<file path="src/rtl/gate_bist_pkg.sv">
// Shared types and constants for the gate-model BIST driver.
// The LFSR/MISR tap masks mark the bit positions that feed each feedback XOR.
package gate_bist_pkg;

  typedef enum logic [1:0] {
    IDLE    = 2'd0,
    APPLY   = 2'd1,
    CAPTURE = 2'd2,
    DONE    = 2'd3
  } bist_state_e;

  localparam int          CNT_W          = 4;
  localparam logic [23:0] LFSR_TAPS      = 24'hE10000;
  localparam logic [9:0]  MISR_TAPS      = 10'h240;
  localparam logic [23:0] LFSR_SEED_DFLT = 24'h000001;
  localparam logic [9:0]  MISR_SEED_DFLT = 10'h000;

endpackage

</file>
<file path="src/rtl/gate_bist_lfsr.sv">
// Fibonacci left-shift LFSR: the new LSB is the XOR of the bits selected by TAPS.
// Cleared to zero by reset; load the seed before stepping.
module gate_bist_lfsr #(
  parameter int             W    = 24,
  parameter logic [W-1:0]   TAPS = '1,
  parameter logic [W-1:0]   SEED = 1
) (
  input  logic         clk,
  input  logic         rst,
  input  logic         load,
  input  logic         step,
  output logic [W-1:0] q
);

  always_ff @(posedge clk or posedge rst) begin
    if (rst)
      q <= '0;
    else if (load)
      q <= SEED;
    else if (step)
      q <= {q[W-2:0], ^(q & TAPS)};
  end

endmodule

</file>
<file path="src/rtl/gate_bist_driver.sv">
// Gate-model BIST driver: applies LFSR patterns, holds each for SETTLE cycles,
// compacts dut_out into a MISR and compares the final signature with golden.
//
// state   | meaning
// IDLE    | waiting for start; outputs keep last run's values
// APPLY   | pattern on dut_in, settle counter running down
// CAPTURE | one cycle: fold dut_out into MISR, advance pattern or finish
// DONE    | run complete, pass valid, waiting for start or abort
module gate_bist_driver
  import gate_bist_pkg::*;
#(
  parameter int               IN_W      = 24,
  parameter int               OUT_W     = 10,
  parameter int               PAT_CNT   = 256,
  parameter int               SETTLE    = 2,
  parameter logic [IN_W-1:0]  LFSR_SEED = LFSR_SEED_DFLT,
  parameter logic [OUT_W-1:0] MISR_SEED = MISR_SEED_DFLT
) (
  input  logic             clk,
  input  logic             rst,
  input  logic             start,
  input  logic             abort,
  input  logic [OUT_W-1:0] golden,
  input  logic [OUT_W-1:0] dut_out,
  output logic [IN_W-1:0]  dut_in,
  output logic             busy,
  output logic             done,
  output logic             pass,
  output logic [OUT_W-1:0] signature,
  output logic [15:0]      pat_idx
);

  if (LFSR_SEED == '0) begin : g_bad_seed
    $error("gate_bist_driver: LFSR_SEED must be nonzero");
  end
  if (PAT_CNT < 1 || PAT_CNT > 65535 || SETTLE < 1 || SETTLE > 15) begin : g_bad_range
    $error("gate_bist_driver: PAT_CNT or SETTLE out of range");
  end

  localparam logic [CNT_W-1:0] CNT_RELOAD = CNT_W'(SETTLE - 1);
  localparam logic [15:0]      PAT_LAST   = 16'(PAT_CNT - 1);

  bist_state_e      state, state_nxt;
  logic [CNT_W-1:0] cnt;
  logic             seed_load, lfsr_step, capture, cnt_load;
  logic             last_pat;
  logic [OUT_W-1:0] misr_nxt;

  assign last_pat = (pat_idx == PAT_LAST);
  assign misr_nxt = {signature[OUT_W-2:0], ^(signature & OUT_W'(MISR_TAPS))} ^ dut_out;

  always_ff @(posedge clk or posedge rst) begin
    if (rst)
      state <= IDLE;
    else
      state <= state_nxt;
  end

  // abort overrides everything, including a start in the same cycle
  always_comb begin
    state_nxt = state;
    seed_load = 1'b0;
    lfsr_step = 1'b0;
    capture   = 1'b0;
    cnt_load  = 1'b0;
    if (abort) begin
      state_nxt = IDLE;
    end else begin
      case (state)
        IDLE, DONE: begin
          if (start) begin
            seed_load = 1'b1;
            cnt_load  = 1'b1;
            state_nxt = APPLY;
          end
        end
        APPLY: begin
          if (cnt == '0)
            state_nxt = CAPTURE;
        end
        CAPTURE: begin
          capture = 1'b1;
          if (last_pat) begin
            state_nxt = DONE;
          end else begin
            lfsr_step = 1'b1;
            cnt_load  = 1'b1;
            state_nxt = APPLY;
          end
        end
        default: state_nxt = IDLE;
      endcase
    end
  end

  always_ff @(posedge clk or posedge rst) begin
    if (rst) begin
      cnt       <= '0;
      signature <= '0;
      pat_idx   <= '0;
      pass      <= 1'b0;
    end else begin
      if (cnt_load)
        cnt <= CNT_RELOAD;
      else if (state == APPLY && cnt != '0)
        cnt <= cnt - CNT_W'(1);

      if (seed_load) begin
        signature <= MISR_SEED;
        pat_idx   <= '0;
      end else if (capture) begin
        signature <= misr_nxt;
        pat_idx   <= pat_idx + 16'd1;
      end

      // pass is only meaningful while sitting in DONE
      if (capture && last_pat)
        pass <= (misr_nxt == golden);
      else if (state_nxt != DONE)
        pass <= 1'b0;
    end
  end

  gate_bist_lfsr #(
    .W    (IN_W),
    .TAPS (IN_W'(LFSR_TAPS)),
    .SEED (LFSR_SEED)
  ) u_lfsr (
    .clk  (clk),
    .rst  (rst),
    .load (seed_load),
    .step (lfsr_step),
    .q    (dut_in)
  );

  assign busy = (state == APPLY) || (state == CAPTURE);
  assign done = (state == DONE);

endmodule

</file>
<file path="config.mk">
export PLATFORM = sky130hd
export DESIGN_NAME = gate_bist_driver
export DESIGN_NICKNAME = d
export VERILOG_FILES = /design/src/rtl/gate_bist_pkg.sv /design/src/rtl/gate_bist_lfsr.sv /design/src/rtl/gate_bist_driver.sv
export SDC_FILE = /design/constraint.sdc
export NUM_CORES = 1
export LEC_CHECK = 0
export ABC_CLOCK_PERIOD_IN_PS = 5400
export CAP_MARGIN = 40
export CORE_ASPECT_RATIO = 2
export CORE_MARGIN = 2
export CORE_UTILIZATION = 50
export CTS_CLUSTER_DIAMETER = 120
export DETAILED_ROUTE_END_ITERATION = 16
export HOLD_SLACK_MARGIN = 0.1
export MAX_ROUTING_LAYER = met4
export PLACE_DENSITY = 0.86
export SYNTH_ARGS = -nofsm -noshare
export SYNTH_HDL_FRONTEND = slang
export SYNTH_SLANG_ARGS = --single-unit
export TNS_END_PERCENT = 30
</file>
<file path="constraint.sdc">
create_clock -name clk -period 5.4 [get_ports clk]
set_input_delay 0.54 -clock clk [delete_from_list [all_inputs] [get_ports clk]]
set_output_delay 0.54 -clock clk [all_outputs]
set_load 0.05 [all_outputs]
</file>
==> run_results.csv, run 1 <==
group,metric,value,unit
run_status,outcome,"finished clean",
clocking,ctsRootBufferMaster,"clkbuf_16",
timing,finClkSkew,0.00506,ns
floorplanning,coreArea,0.00596,mm^2
synth,synthCells,301,
synth,syn_area,0.00303,mm^2
run,drv_cap,0,
critical_path,required,5.61,ns
critical_path,worstSetupPathType,"input pin to flop",
placement,portBuffers,76,
timing,slew_viol_final,0,
critical_path,crit_buf_inv,1,
critical_path,rr_endpoint,"pat_idx[1]",
synth,yosys.area.top_type,"dfrtp_1",
route,wl_met3,265,um
clocking,numCtsBuffers,9,
route,met2RoutedLength,4.22,mm
cells_and_area,drive_gt1_share,15.2,%
timing,post-route-period-util,48.3,%
cells_and_area,final_common_cell,"clkdlybuf4s50_1",
critical_path,r2r-start,"state[0]",
global_routing,grt_pass1_vias,2523,
global_routing,grt_start_max_net_pins,58,
worst_hold_path,hold_path.class,"flop to flop",
synth,yosysWarnings,0,
cells_and_area,nets,406,
clocking,clock-sinks,57,
floorplanning,design.portCount,77,
route,dr.pass1.iters,4,
worst_hold_path,whs_path_depth,2,
clocking,clockBufferDepth,2,
timing,tns,0,ns
floorplanning,dieArea,0.00674,mm^2
critical_path,critical_path_peak_fanout,20,
floorplanning,start_util,50.9,%
synth,ys_types,48,
synth,ys_seq_area_share,47.1,%
critical_path,cp_slowest_stage_delay,0.76,ns
route,vias_per_cell,5.58,
route,wirelength,7.55,mm
clocking,clk_pin_slew,0.05,ns
global_routing,grt_antenna_before_repair,0,
timing,slew_headroom,48.6,%
placement,gp_congestion,0.837,
floorplanning,chipHeight,114,um
placement,dp.cells,429,
timing,clock.fmax,384,MHz
clocking,cts_resized,0,
critical_path,crit_path_cell_trace,"clkdlybuf4s50_1 > and2b_1 > nand4_2 > nor4_4 > xnor2_1 > nor2_2",
timing,setup_viol,0,
clocking,cts_tree,"yes",
placement,dpl_worst_slack,2.50,ns
global_routing,grt_usage,25.0,%
cells_and_area,instances_no_fill,445,
timing,setup_ws,2.79,ns
synth,syn-num-nets,330,
worst_hold_path,hold_end,"signature[0]",
clocking,cts_hold_buf,0,
clocking,clk_latency,0.33,ns
pwr,power.density,398,mW/mm^2
cells_and_area,area_growth,37.1,%
critical_path,crit_family,"simple AND/OR/NAND/NOR gates",
route,wl_met1,2.79,mm
synth,yosysTopAreaCellShare,47.1,%
timing,holdWs,0.537,ns
floorplanning,row_count,40,
worst_hold_path,hp-start,"signature[0]",
timing,worst-slew-pin-transition,0.769,ns
placement,dpl_cell_area,0.00381,mm^2
pwr,ir_worst_vdd,0.398,mV
pwr,total_leakage_power,1.67,nW
critical_path,r2r_cells,7,
clocking,cts_htree_levels,3,
route,topRoutingLayerUsed,"met4",
critical_path,cp-start-kind,"input pin",
route,ant_nets,0,
critical_path,cpMaxStageDelayCell,"and2b_1",
global_routing,grt_pass1_wl,12.2,mm
route,drt_iter0_markers,131,
timing,rsz0062_at_grt,"no",
floorplanning,fp.dieW,59.1,um
global_routing,grt-ovfl-total,0,
cells_and_area,antenna_cells,0,
timing,fin_crit,2.61,ns
route,drc,0,
synth,syn_avg_cell_area,10.1,um^2
clocking,postCtsSetupRepairBufs,0,
synth,synthTopCellsByArea,"dfrtp_1 (47%), xnor2_1 (8.1%), nand2_1 (7.4%), a21oi_2 (5.8%), nor2_1 (3.3%)",
timing,final_hold_viol_count,0,
critical_path,critPathCaptureType,"flop",
synth,ys_seq_elements,57,
route,vias,2483,
placement,dpl.hpwl,5.19,mm
route,wl_per_cell,17.0,um
critical_path,cp_data_arrival_time,2.81,ns
cells_and_area,fin_area,0.00415,mm^2
cells_and_area,final_cell_mix,"clkdlybuf4s50_1 (76), nand2_1 (60), dfrtp_1 (57)",
cells_and_area,final.fill_count,423,
critical_path,r2r_slack,2.92,ns
[cell type report]
type | count | area [um^2] | share of cell area [%]
Sequential cell | 57 | 1430 | 34.3
Inverter | 10 | 37.5 | 0.904
Clock inverter | 7 | 119 | 2.86
Timing Repair Buffer | 78 | 776 | 18.7
Multi-Input combinational cell | 221 | 1490 | 35.9
Clock buffer | 9 | 225 | 5.42
Tap cell | 63 | 78.8 | 1.90
[logic make-up after synthesis]
logic type               after synthesis  synth area share [%]
buffers and inverters                 23                  3.96
AO/OA/AOI/OAI                         54                  13.6
adder cells (fa/ha/maj)                5                  2.06
AND/OR/NAND/NOR                      124                  22.3
flip-flops                            57                  47.1
XOR/XNOR                              38                  11.0
[worst register-to-register path: stages (launching register included)]
cell	delay, ns
dfrtp_1	0.42
inv_1	0.06
ha_1	0.38
nand2_1	0.16
nor2_4	0.34
buf_4	0.49
nor2_1	0.23
a32o_1	0.28
[metal layers]
layer,global-route usage (%),vias up
met5,-,-
met4,13.0,0
met3,5.88,21
met2,42.6,74
met1,25.8,1222
li1,-,1166
[per-stage QoR]
stage	util, %	total power, mW
after floorplan	-	0.853
after global placement	64.0	0.988
after detailed placement	64.0	1.00
after CTS	69.7	1.66
after global routing	69.7	1.72
final	69.7	1.66
[how the worst max path moves through the flow]
stage               startpoint           to  slack [ns]  depth (start not counted)
finish                   abort  pat_idx[15]        2.79                          6
global route             abort  pat_idx[15]        2.62                          6
CTS                   state[0]         busy        2.81                          4
detailed placement       abort  pat_idx[15]        2.50                          6
global placement         abort  pat_idx[15]        2.59                          6
floorplan           pat_idx[0]  u_lfsr.q[0]        3.33                          6
[sequential cells by signal, indices dropped and copies added (netlist names)]
name and count:
cnt 4, pass 1, pat_idx 16, signature 10
state 2, u_lfsr.q 24
[report_power, final]
group / switching [mW] / internal, mW
clock network: 0.203 / 0.450
logic: 0.305 / 0.172
registers: 0.0540 / 0.471
total: 0.563 / 1.09
[cell usage after synthesis, drive strengths merged]
cell	number
xnor2	28
nand2b	3
nor4	3
nor3	6
inv	10
nand4b	1
ha	5
xor2	10
nor4b	1
nand4	7
or3	2
o21bai	1
nor2	28
o311ai	1
o31a	1
and2b	1
nor3b	1
a41oi	1
nand2	61
a211oi	6
buf	10
or2	1
and4bb	1
o21ai	11
nor2b	1
clkbuf	3
or4	1
nand3	4
o22ai	1
o21a	1
o221a	1
a32o	1
dfrtp	57
a211o	1
and4	1
a21oi	28
and2	1
No activity file was read; power rests on OpenSTA's default activity.
==> run 2, diff against run 1 <==
--- a/config.mk
+++ b/config.mk
@@ -5,16 +5,16 @@
 export SDC_FILE = /design/constraint.sdc
 export NUM_CORES = 1
 export LEC_CHECK = 0
-export ABC_CLOCK_PERIOD_IN_PS = 5400
+export ABC_CLOCK_PERIOD_IN_PS = 2690
 export CAP_MARGIN = 40
 export CORE_ASPECT_RATIO = 2
 export CORE_MARGIN = 2
-export CORE_UTILIZATION = 50
+export CORE_UTILIZATION = 49
 export CTS_CLUSTER_DIAMETER = 120
 export DETAILED_ROUTE_END_ITERATION = 16
 export HOLD_SLACK_MARGIN = 0.1
 export MAX_ROUTING_LAYER = met4
-export PLACE_DENSITY = 0.86
+export PLACE_DENSITY = 0.85
 export SYNTH_ARGS = -nofsm -noshare
 export SYNTH_HDL_FRONTEND = slang
 export SYNTH_SLANG_ARGS = --single-unit
==> constraint.sdc (replaced) <==
create_clock -name clk -period 2.69 [get_ports clk]
set_input_delay 0.269 -clock clk [delete_from_list [all_inputs] [get_ports clk]]
set_output_delay 0.269 -clock clk [all_outputs]
set_load 0.05 [all_outputs]
==> run_results.csv, run 2 (synthesized netlist as in run 1, its figures left out) <==
group,metric,value,unit
run_status,outcome,"finished clean",
cells_and_area,largest_register,"u_lfsr.q",
pwr,ir_worst_vdd,0.523,mV
floorplanning,coreArea,0.00601,mm^2
timing,clock.fmax,433,MHz
timing,setup_ws,0.381,ns
cells_and_area,final_common_cell,"clkdlybuf4s50_1",
worst_hold_path,hold_path.class,"input pin to asynchronous set/reset pin",
cells_and_area,multi_input_area,0.00149,mm^2
critical_path,cp_data_arrival_time,2.04,ns
cells_and_area,drive_gt1_share,15.4,%
cells_and_area,reg_top3,"u_lfsr.q x24, pat_idx x16, signature x10",
route,wl_per_cell,16.2,um
clocking,clock-sinks,57,
critical_path,cp.depth,4,
critical_path,worstSetupPathType,"flop to primary output",
clocking,postCtsSetupRepairBufs,0,
timing,finClkSkew,0.00457,ns
placement,portBuffers,76,
timing,final_hold_viol_count,0,
clocking,clockBufferDepth,2,
route,vias,2469,
timing,setup_viol,0,
global_routing,grt_pass1_wl,11.9,mm
placement,dpl.hpwl,5.18,mm
floorplanning,row_count,40,
critical_path,cp_slowest_stage_delay,0.79,ns
cells_and_area,final.fill_count,447,
route,wirelength,7.24,mm
clocking,cts_resized,0,
global_routing,grt_antenna_before_repair,0,
timing,tns,0,ns
clocking,clk_pin_slew,0.05,ns
critical_path,cpMaxStageDelayCell,"clkdlybuf4s50_1",
timing,worst-slew-pin-transition,0.732,ns
clocking,cts_hold_buf,0,
clocking,numCtsBuffers,9,
timing,fin_crit,2.31,ns
critical_path,critical_path_peak_fanout,6,
critical_path,cp-start-kind,"flop",
critical_path,r2r_cells,6,
route,drt_iter0_markers,157,
floorplanning,chipHeight,115,um
global_routing,grt_pass1_vias,2470,
critical_path,cpMostUsedCell,"inv_1",
cells_and_area,area_growth,35.8,%
pwr,power.density,746,mW/mm^2
timing,slew_headroom,51.2,%
placement,dpl_cell_area,0.00383,mm^2
critical_path,required,2.42,ns
clocking,cts_tree,"yes",
pwr,total_leakage_power,1.66,nW
placement,dpl_worst_slack,0.528,ns
clocking,cts_htree_levels,3,
cells_and_area,final_cell_mix,"clkdlybuf4s50_1 (76), nand2_1 (60), dfrtp_1 (57)",
floorplanning,fp.dieW,59.6,um
route,ant_nets,0,
cells_and_area,nets,409,
critical_path,crit_path_cell_trace,"inv_1 > ha_1 > inv_1 > clkdlybuf4s50_1",
placement,gp_congestion,0.867,
pwr,fin_total_pwr,3.07,mW
cells_and_area,seq_area,0.00143,mm^2
clocking,ctsRootBufferMaster,"clkbuf_16",
route,vias_per_cell,5.52,
route,dr.pass1.iters,4,
critical_path,crit_buf_inv,3,
cells_and_area,largest_reg_flops,24,
timing,post-route-period-util,85.8,%
floorplanning,dieArea,0.00687,mm^2
floorplanning,start_util,50.5,%
cells_and_area,antenna_cells,0,
global_routing,grt_start_max_net_pins,58,
run,drv_cap,0,
route,drc,0,
clocking,clk_latency,0.33,ns
global_routing,grt_usage,24.2,%
global_routing,grt-ovfl-total,0,
cells_and_area,fin_area,0.00412,mm^2
critical_path,critPathCaptureType,"primary output",
timing,slew_viol_final,0,
critical_path,crit_family,"buffers and inverters",
floorplanning,design.portCount,77,
timing,rsz0062_at_grt,"no",
[run 2: cell types whose count changed in the layout (fill, tap and decap cells not counted), sizes merged]
| cell | change |
|---|---|
| clkbuf | +4 |
| clkinv | -1 |
| bufinv | -3 |
| buf | +3 |
| clkinvlp | -1 |
[run 2: final cells by class]
class,count,area share [%]
Clock inverter,2,0.304
Sequential cell,57,34.7
Multi-Input combinational cell,221,36.2
Clock buffer,13,6.57
Tap cell,63,1.92
Inverter,10,0.912
Timing Repair Buffer,81,19.4
[run 2: through the flow]
step	hold WS [ns]	util (%)	std cells
global route	0.547	68.5	447
floorplan	0.447	-	301
finish	0.468	68.5	447
global placement	0.498	63.8	432
detailed placement	0.511	63.8	432
CTS	0.505	68.5	447
[run 2: worst paths after layout]
| check | start | to | slack [ns] |
|---|---|---|---|
| max | state[0] | busy | 0.38 |
| min | rst | u_lfsr.q[4] | 0.47 |
| max reg2reg | pat_idx[0] | u_lfsr.q[0] | 0.58 |
| min reg2reg | u_lfsr.q[0] | u_lfsr.q[0] | 0.52 |
| max in group asynchronous | rst | signature[8] | 1.73 |
| min in group clk | u_lfsr.q[0] | u_lfsr.q[0] | 0.52 |
[run 2: routing by layer]
layer  vias to the layer above  global-route usage (%)  share of wire (%)
met5                         -                       -                  0
met4                         0                    13.3                4.1
met3                        23                    5.06                3.1
met2                        67                    40.3                 55
met1                      1208                    25.8                 37
li1                       1171                       -                  -
[run 2: report_power, final]
group          switching [mW]  internal, mW  total, mW
clock network           0.370         0.690       1.06
logic                   0.610         0.352      0.962
registers               0.103         0.947       1.05
[run 2: worst register-to-register path, stage by stage (launching register included)]
cell and delay, ns:
dfrtp_1 0.47, ha_1 0.33, nor4b_4 0.37, nand4_4 0.19, nand2_4 0.29, nor2_1 0.09
a211o_1 0.26
==> run 3, diff against run 2 <==
--- a/config.mk
+++ b/config.mk
@@ -5,16 +5,17 @@
 export SDC_FILE = /design/constraint.sdc
 export NUM_CORES = 1
 export LEC_CHECK = 0
-export ABC_CLOCK_PERIOD_IN_PS = 2690
+export ABC_CLOCK_PERIOD_IN_PS = 2200
 export CAP_MARGIN = 40
 export CORE_ASPECT_RATIO = 2
 export CORE_MARGIN = 2
-export CORE_UTILIZATION = 49
+export CORE_UTILIZATION = 50
+export CTS_BUF_LIST = sky130_fd_sc_hd__clkbuf_4 sky130_fd_sc_hd__clkbuf_8
 export CTS_CLUSTER_DIAMETER = 120
 export DETAILED_ROUTE_END_ITERATION = 16
 export HOLD_SLACK_MARGIN = 0.1
 export MAX_ROUTING_LAYER = met4
-export PLACE_DENSITY = 0.85
+export PLACE_DENSITY = 0.86
 export SYNTH_ARGS = -nofsm -noshare
 export SYNTH_HDL_FRONTEND = slang
 export SYNTH_SLANG_ARGS = --single-unit
==> constraint.sdc (replaced) <==
create_clock -name clk -period 2.2 [get_ports clk]
set_input_delay 0.22 -clock clk [delete_from_list [all_inputs] [get_ports clk]]
set_output_delay 0.22 -clock clk [all_outputs]
set_load 0.05 [all_outputs]
==> run_results.csv, run 3 (synthesized netlist as in run 1, its figures left out) <==
group,metric,value,unit
run_status,outcome,"finished clean",
floorplanning,row_count,40,
critical_path,critPathLaunch,"pat_idx[0]",
floorplanning,dieArea,0.00674,mm^2
cells_and_area,reg_top3,"u_lfsr.q x24, pat_idx x16, signature x10",
global_routing,grt_usage,24.3,%
placement,dpl.hpwl,5.41,mm
timing,setup_viol,0,
clocking,cts_htree_levels,3,
route,wirelength,7.21,mm
clocking,cts_resized,0,
timing,slew_headroom,63.5,%
route,vias_per_cell,5.39,
critical_path,required,2.47,ns
critical_path,critPathCaptureType,"flop",
route,drc,0,
critical_path,r2r-start,"pat_idx[0]",
pwr,power.density,834,mW/mm^2
cells_and_area,final_cell_mix,"clkdlybuf4s50_1 (75), nand2_1 (60), dfrtp_1 (57)",
floorplanning,coreArea,0.00596,mm^2
critical_path,rr_endpoint,"u_lfsr.q[9]",
clocking,clk_latency,0.34,ns
clocking,numCtsBuffers,9,
timing,post-route-period-util,91.2,%
placement,dpl_worst_slack,0.193,ns
critical_path,r2r_slack,0.19,ns
placement,portBuffers,76,
cells_and_area,drive_gt1_share,17.4,%
cells_and_area,largest_reg_flops,24,
global_routing,grt-ovfl-total,0,
global_routing,grt_pass1_vias,2459,
critical_path,endpoint,"u_lfsr.q[9]",
critical_path,critical_path_peak_fanout,17,
timing,fin_crit,2.01,ns
worst_hold_path,hold_path.class,"input pin to asynchronous set/reset pin",
floorplanning,fp.dieW,59.1,um
critical_path,cp-start-kind,"flop",
clocking,clockBufferDepth,2,
floorplanning,design.portCount,77,
timing,clock.fmax,498,MHz
timing,final_hold_viol_count,0,
floorplanning,start_util,50.9,%
critical_path,r2r_cells,7,
route,ant_nets,0,
route,drt_iter0_markers,117,
clocking,clock-sinks,57,
global_routing,grt_pass1_wl,11.9,mm
clocking,postCtsSetupRepairBufs,0,
timing,slew_viol_final,0,
route,wl_per_cell,15.9,um
timing,tns,0,ns
timing,finClkSkew,0.00670,ns
run,drv_cap,0,
clocking,ctsRootBufferMaster,"clkbuf_8",
clocking,cts_tree,"yes",
global_routing,grt_antenna_before_repair,0,
pwr,fin_total_pwr,3.40,mW
cells_and_area,antenna_cells,0,
pwr,ir_worst_vdd,0.625,mV
floorplanning,chipHeight,114,um
route,dr.pass1.iters,4,
cells_and_area,largest_register,"u_lfsr.q",
route,vias,2446,
placement,gp_congestion,0.828,
critical_path,worstSetupPathType,"flop to flop",
critical_path,cp_data_arrival_time,2.27,ns
cells_and_area,final_common_cell,"clkdlybuf4s50_1",
cells_and_area,nets,415,
pwr,total_leakage_power,1.66,nW
global_routing,grt_start_max_net_pins,38,
cells_and_area,fin_area,0.00408,mm^2
timing,worst-slew-pin-transition,0.545,ns
cells_and_area,area_growth,34.8,%
clocking,cts_hold_buf,0,
placement,dpl_cell_area,0.00389,mm^2
timing,holdWs,0.218,ns
clocking,clk_pin_slew,0.06,ns
timing,setup_ws,0.194,ns
timing,rsz0062_at_grt,"no",
-- run 3: worst min path at each step --
stage / start / end / cells after the start
5_1_grt: rst / u_lfsr.q[3] / 2
2_1_floorplan: abort / state[1] / 3
3_5_place_dp: signature[9] / signature[9] / 2
3_3_place_gp: signature[5] / signature[5] / 2
4_1_cts: rst / u_lfsr.q[3] / 2
6_report: rst / u_lfsr.q[3] / 2
-- run 3: power by group --
group | switching [mW] | leakage, nW | internal (mW)
clock network | 0.398 | 0.106 | 0.540
logic | 0.739 | 0.772 | 0.450
registers | 0.122 | 0.784 | 1.16
-- run 3: metal layers --
layer / vias up / track usage, % / routed length [um]
met1: 1204 / 27.2 / 2820
met3: 15 / 3.62 / 191
met5: - / - / 0
met4: 0 / 13.8 / 210
met2: 45 / 40.1 / 3980
li1: 1182 / - / -
-- run 3: per-stage QoR --
step | utilization, % | std cells
after floorplan | - | 301
after global placement | 65.3 | 438
after detailed placement | 65.3 | 438
after CTS | 68.6 | 454
after global routing | 68.6 | 454
final | 68.6 | 454
-- run 3: area by class of cell --
type | count | area (um^2)
sequential | 57 | 1430
tap | 63 | 78.8
clock buffer | 14 | 186
inverter | 10 | 37.5
multi-input combinational | 221 | 1490
clock inverter | 2 | 10.0
fill | 451 | 1870
timing repair buffer | 87 | 853
-- run 3: critical path, cell delays in order (launching register included) --
cell     delay (ns)
dfrtp_1        0.44
ha_1           0.30
nor4b_4        0.38
nand4_4        0.18
nand2_4        0.22
buf_4          0.20
nand2_1        0.07
a21oi_2        0.13
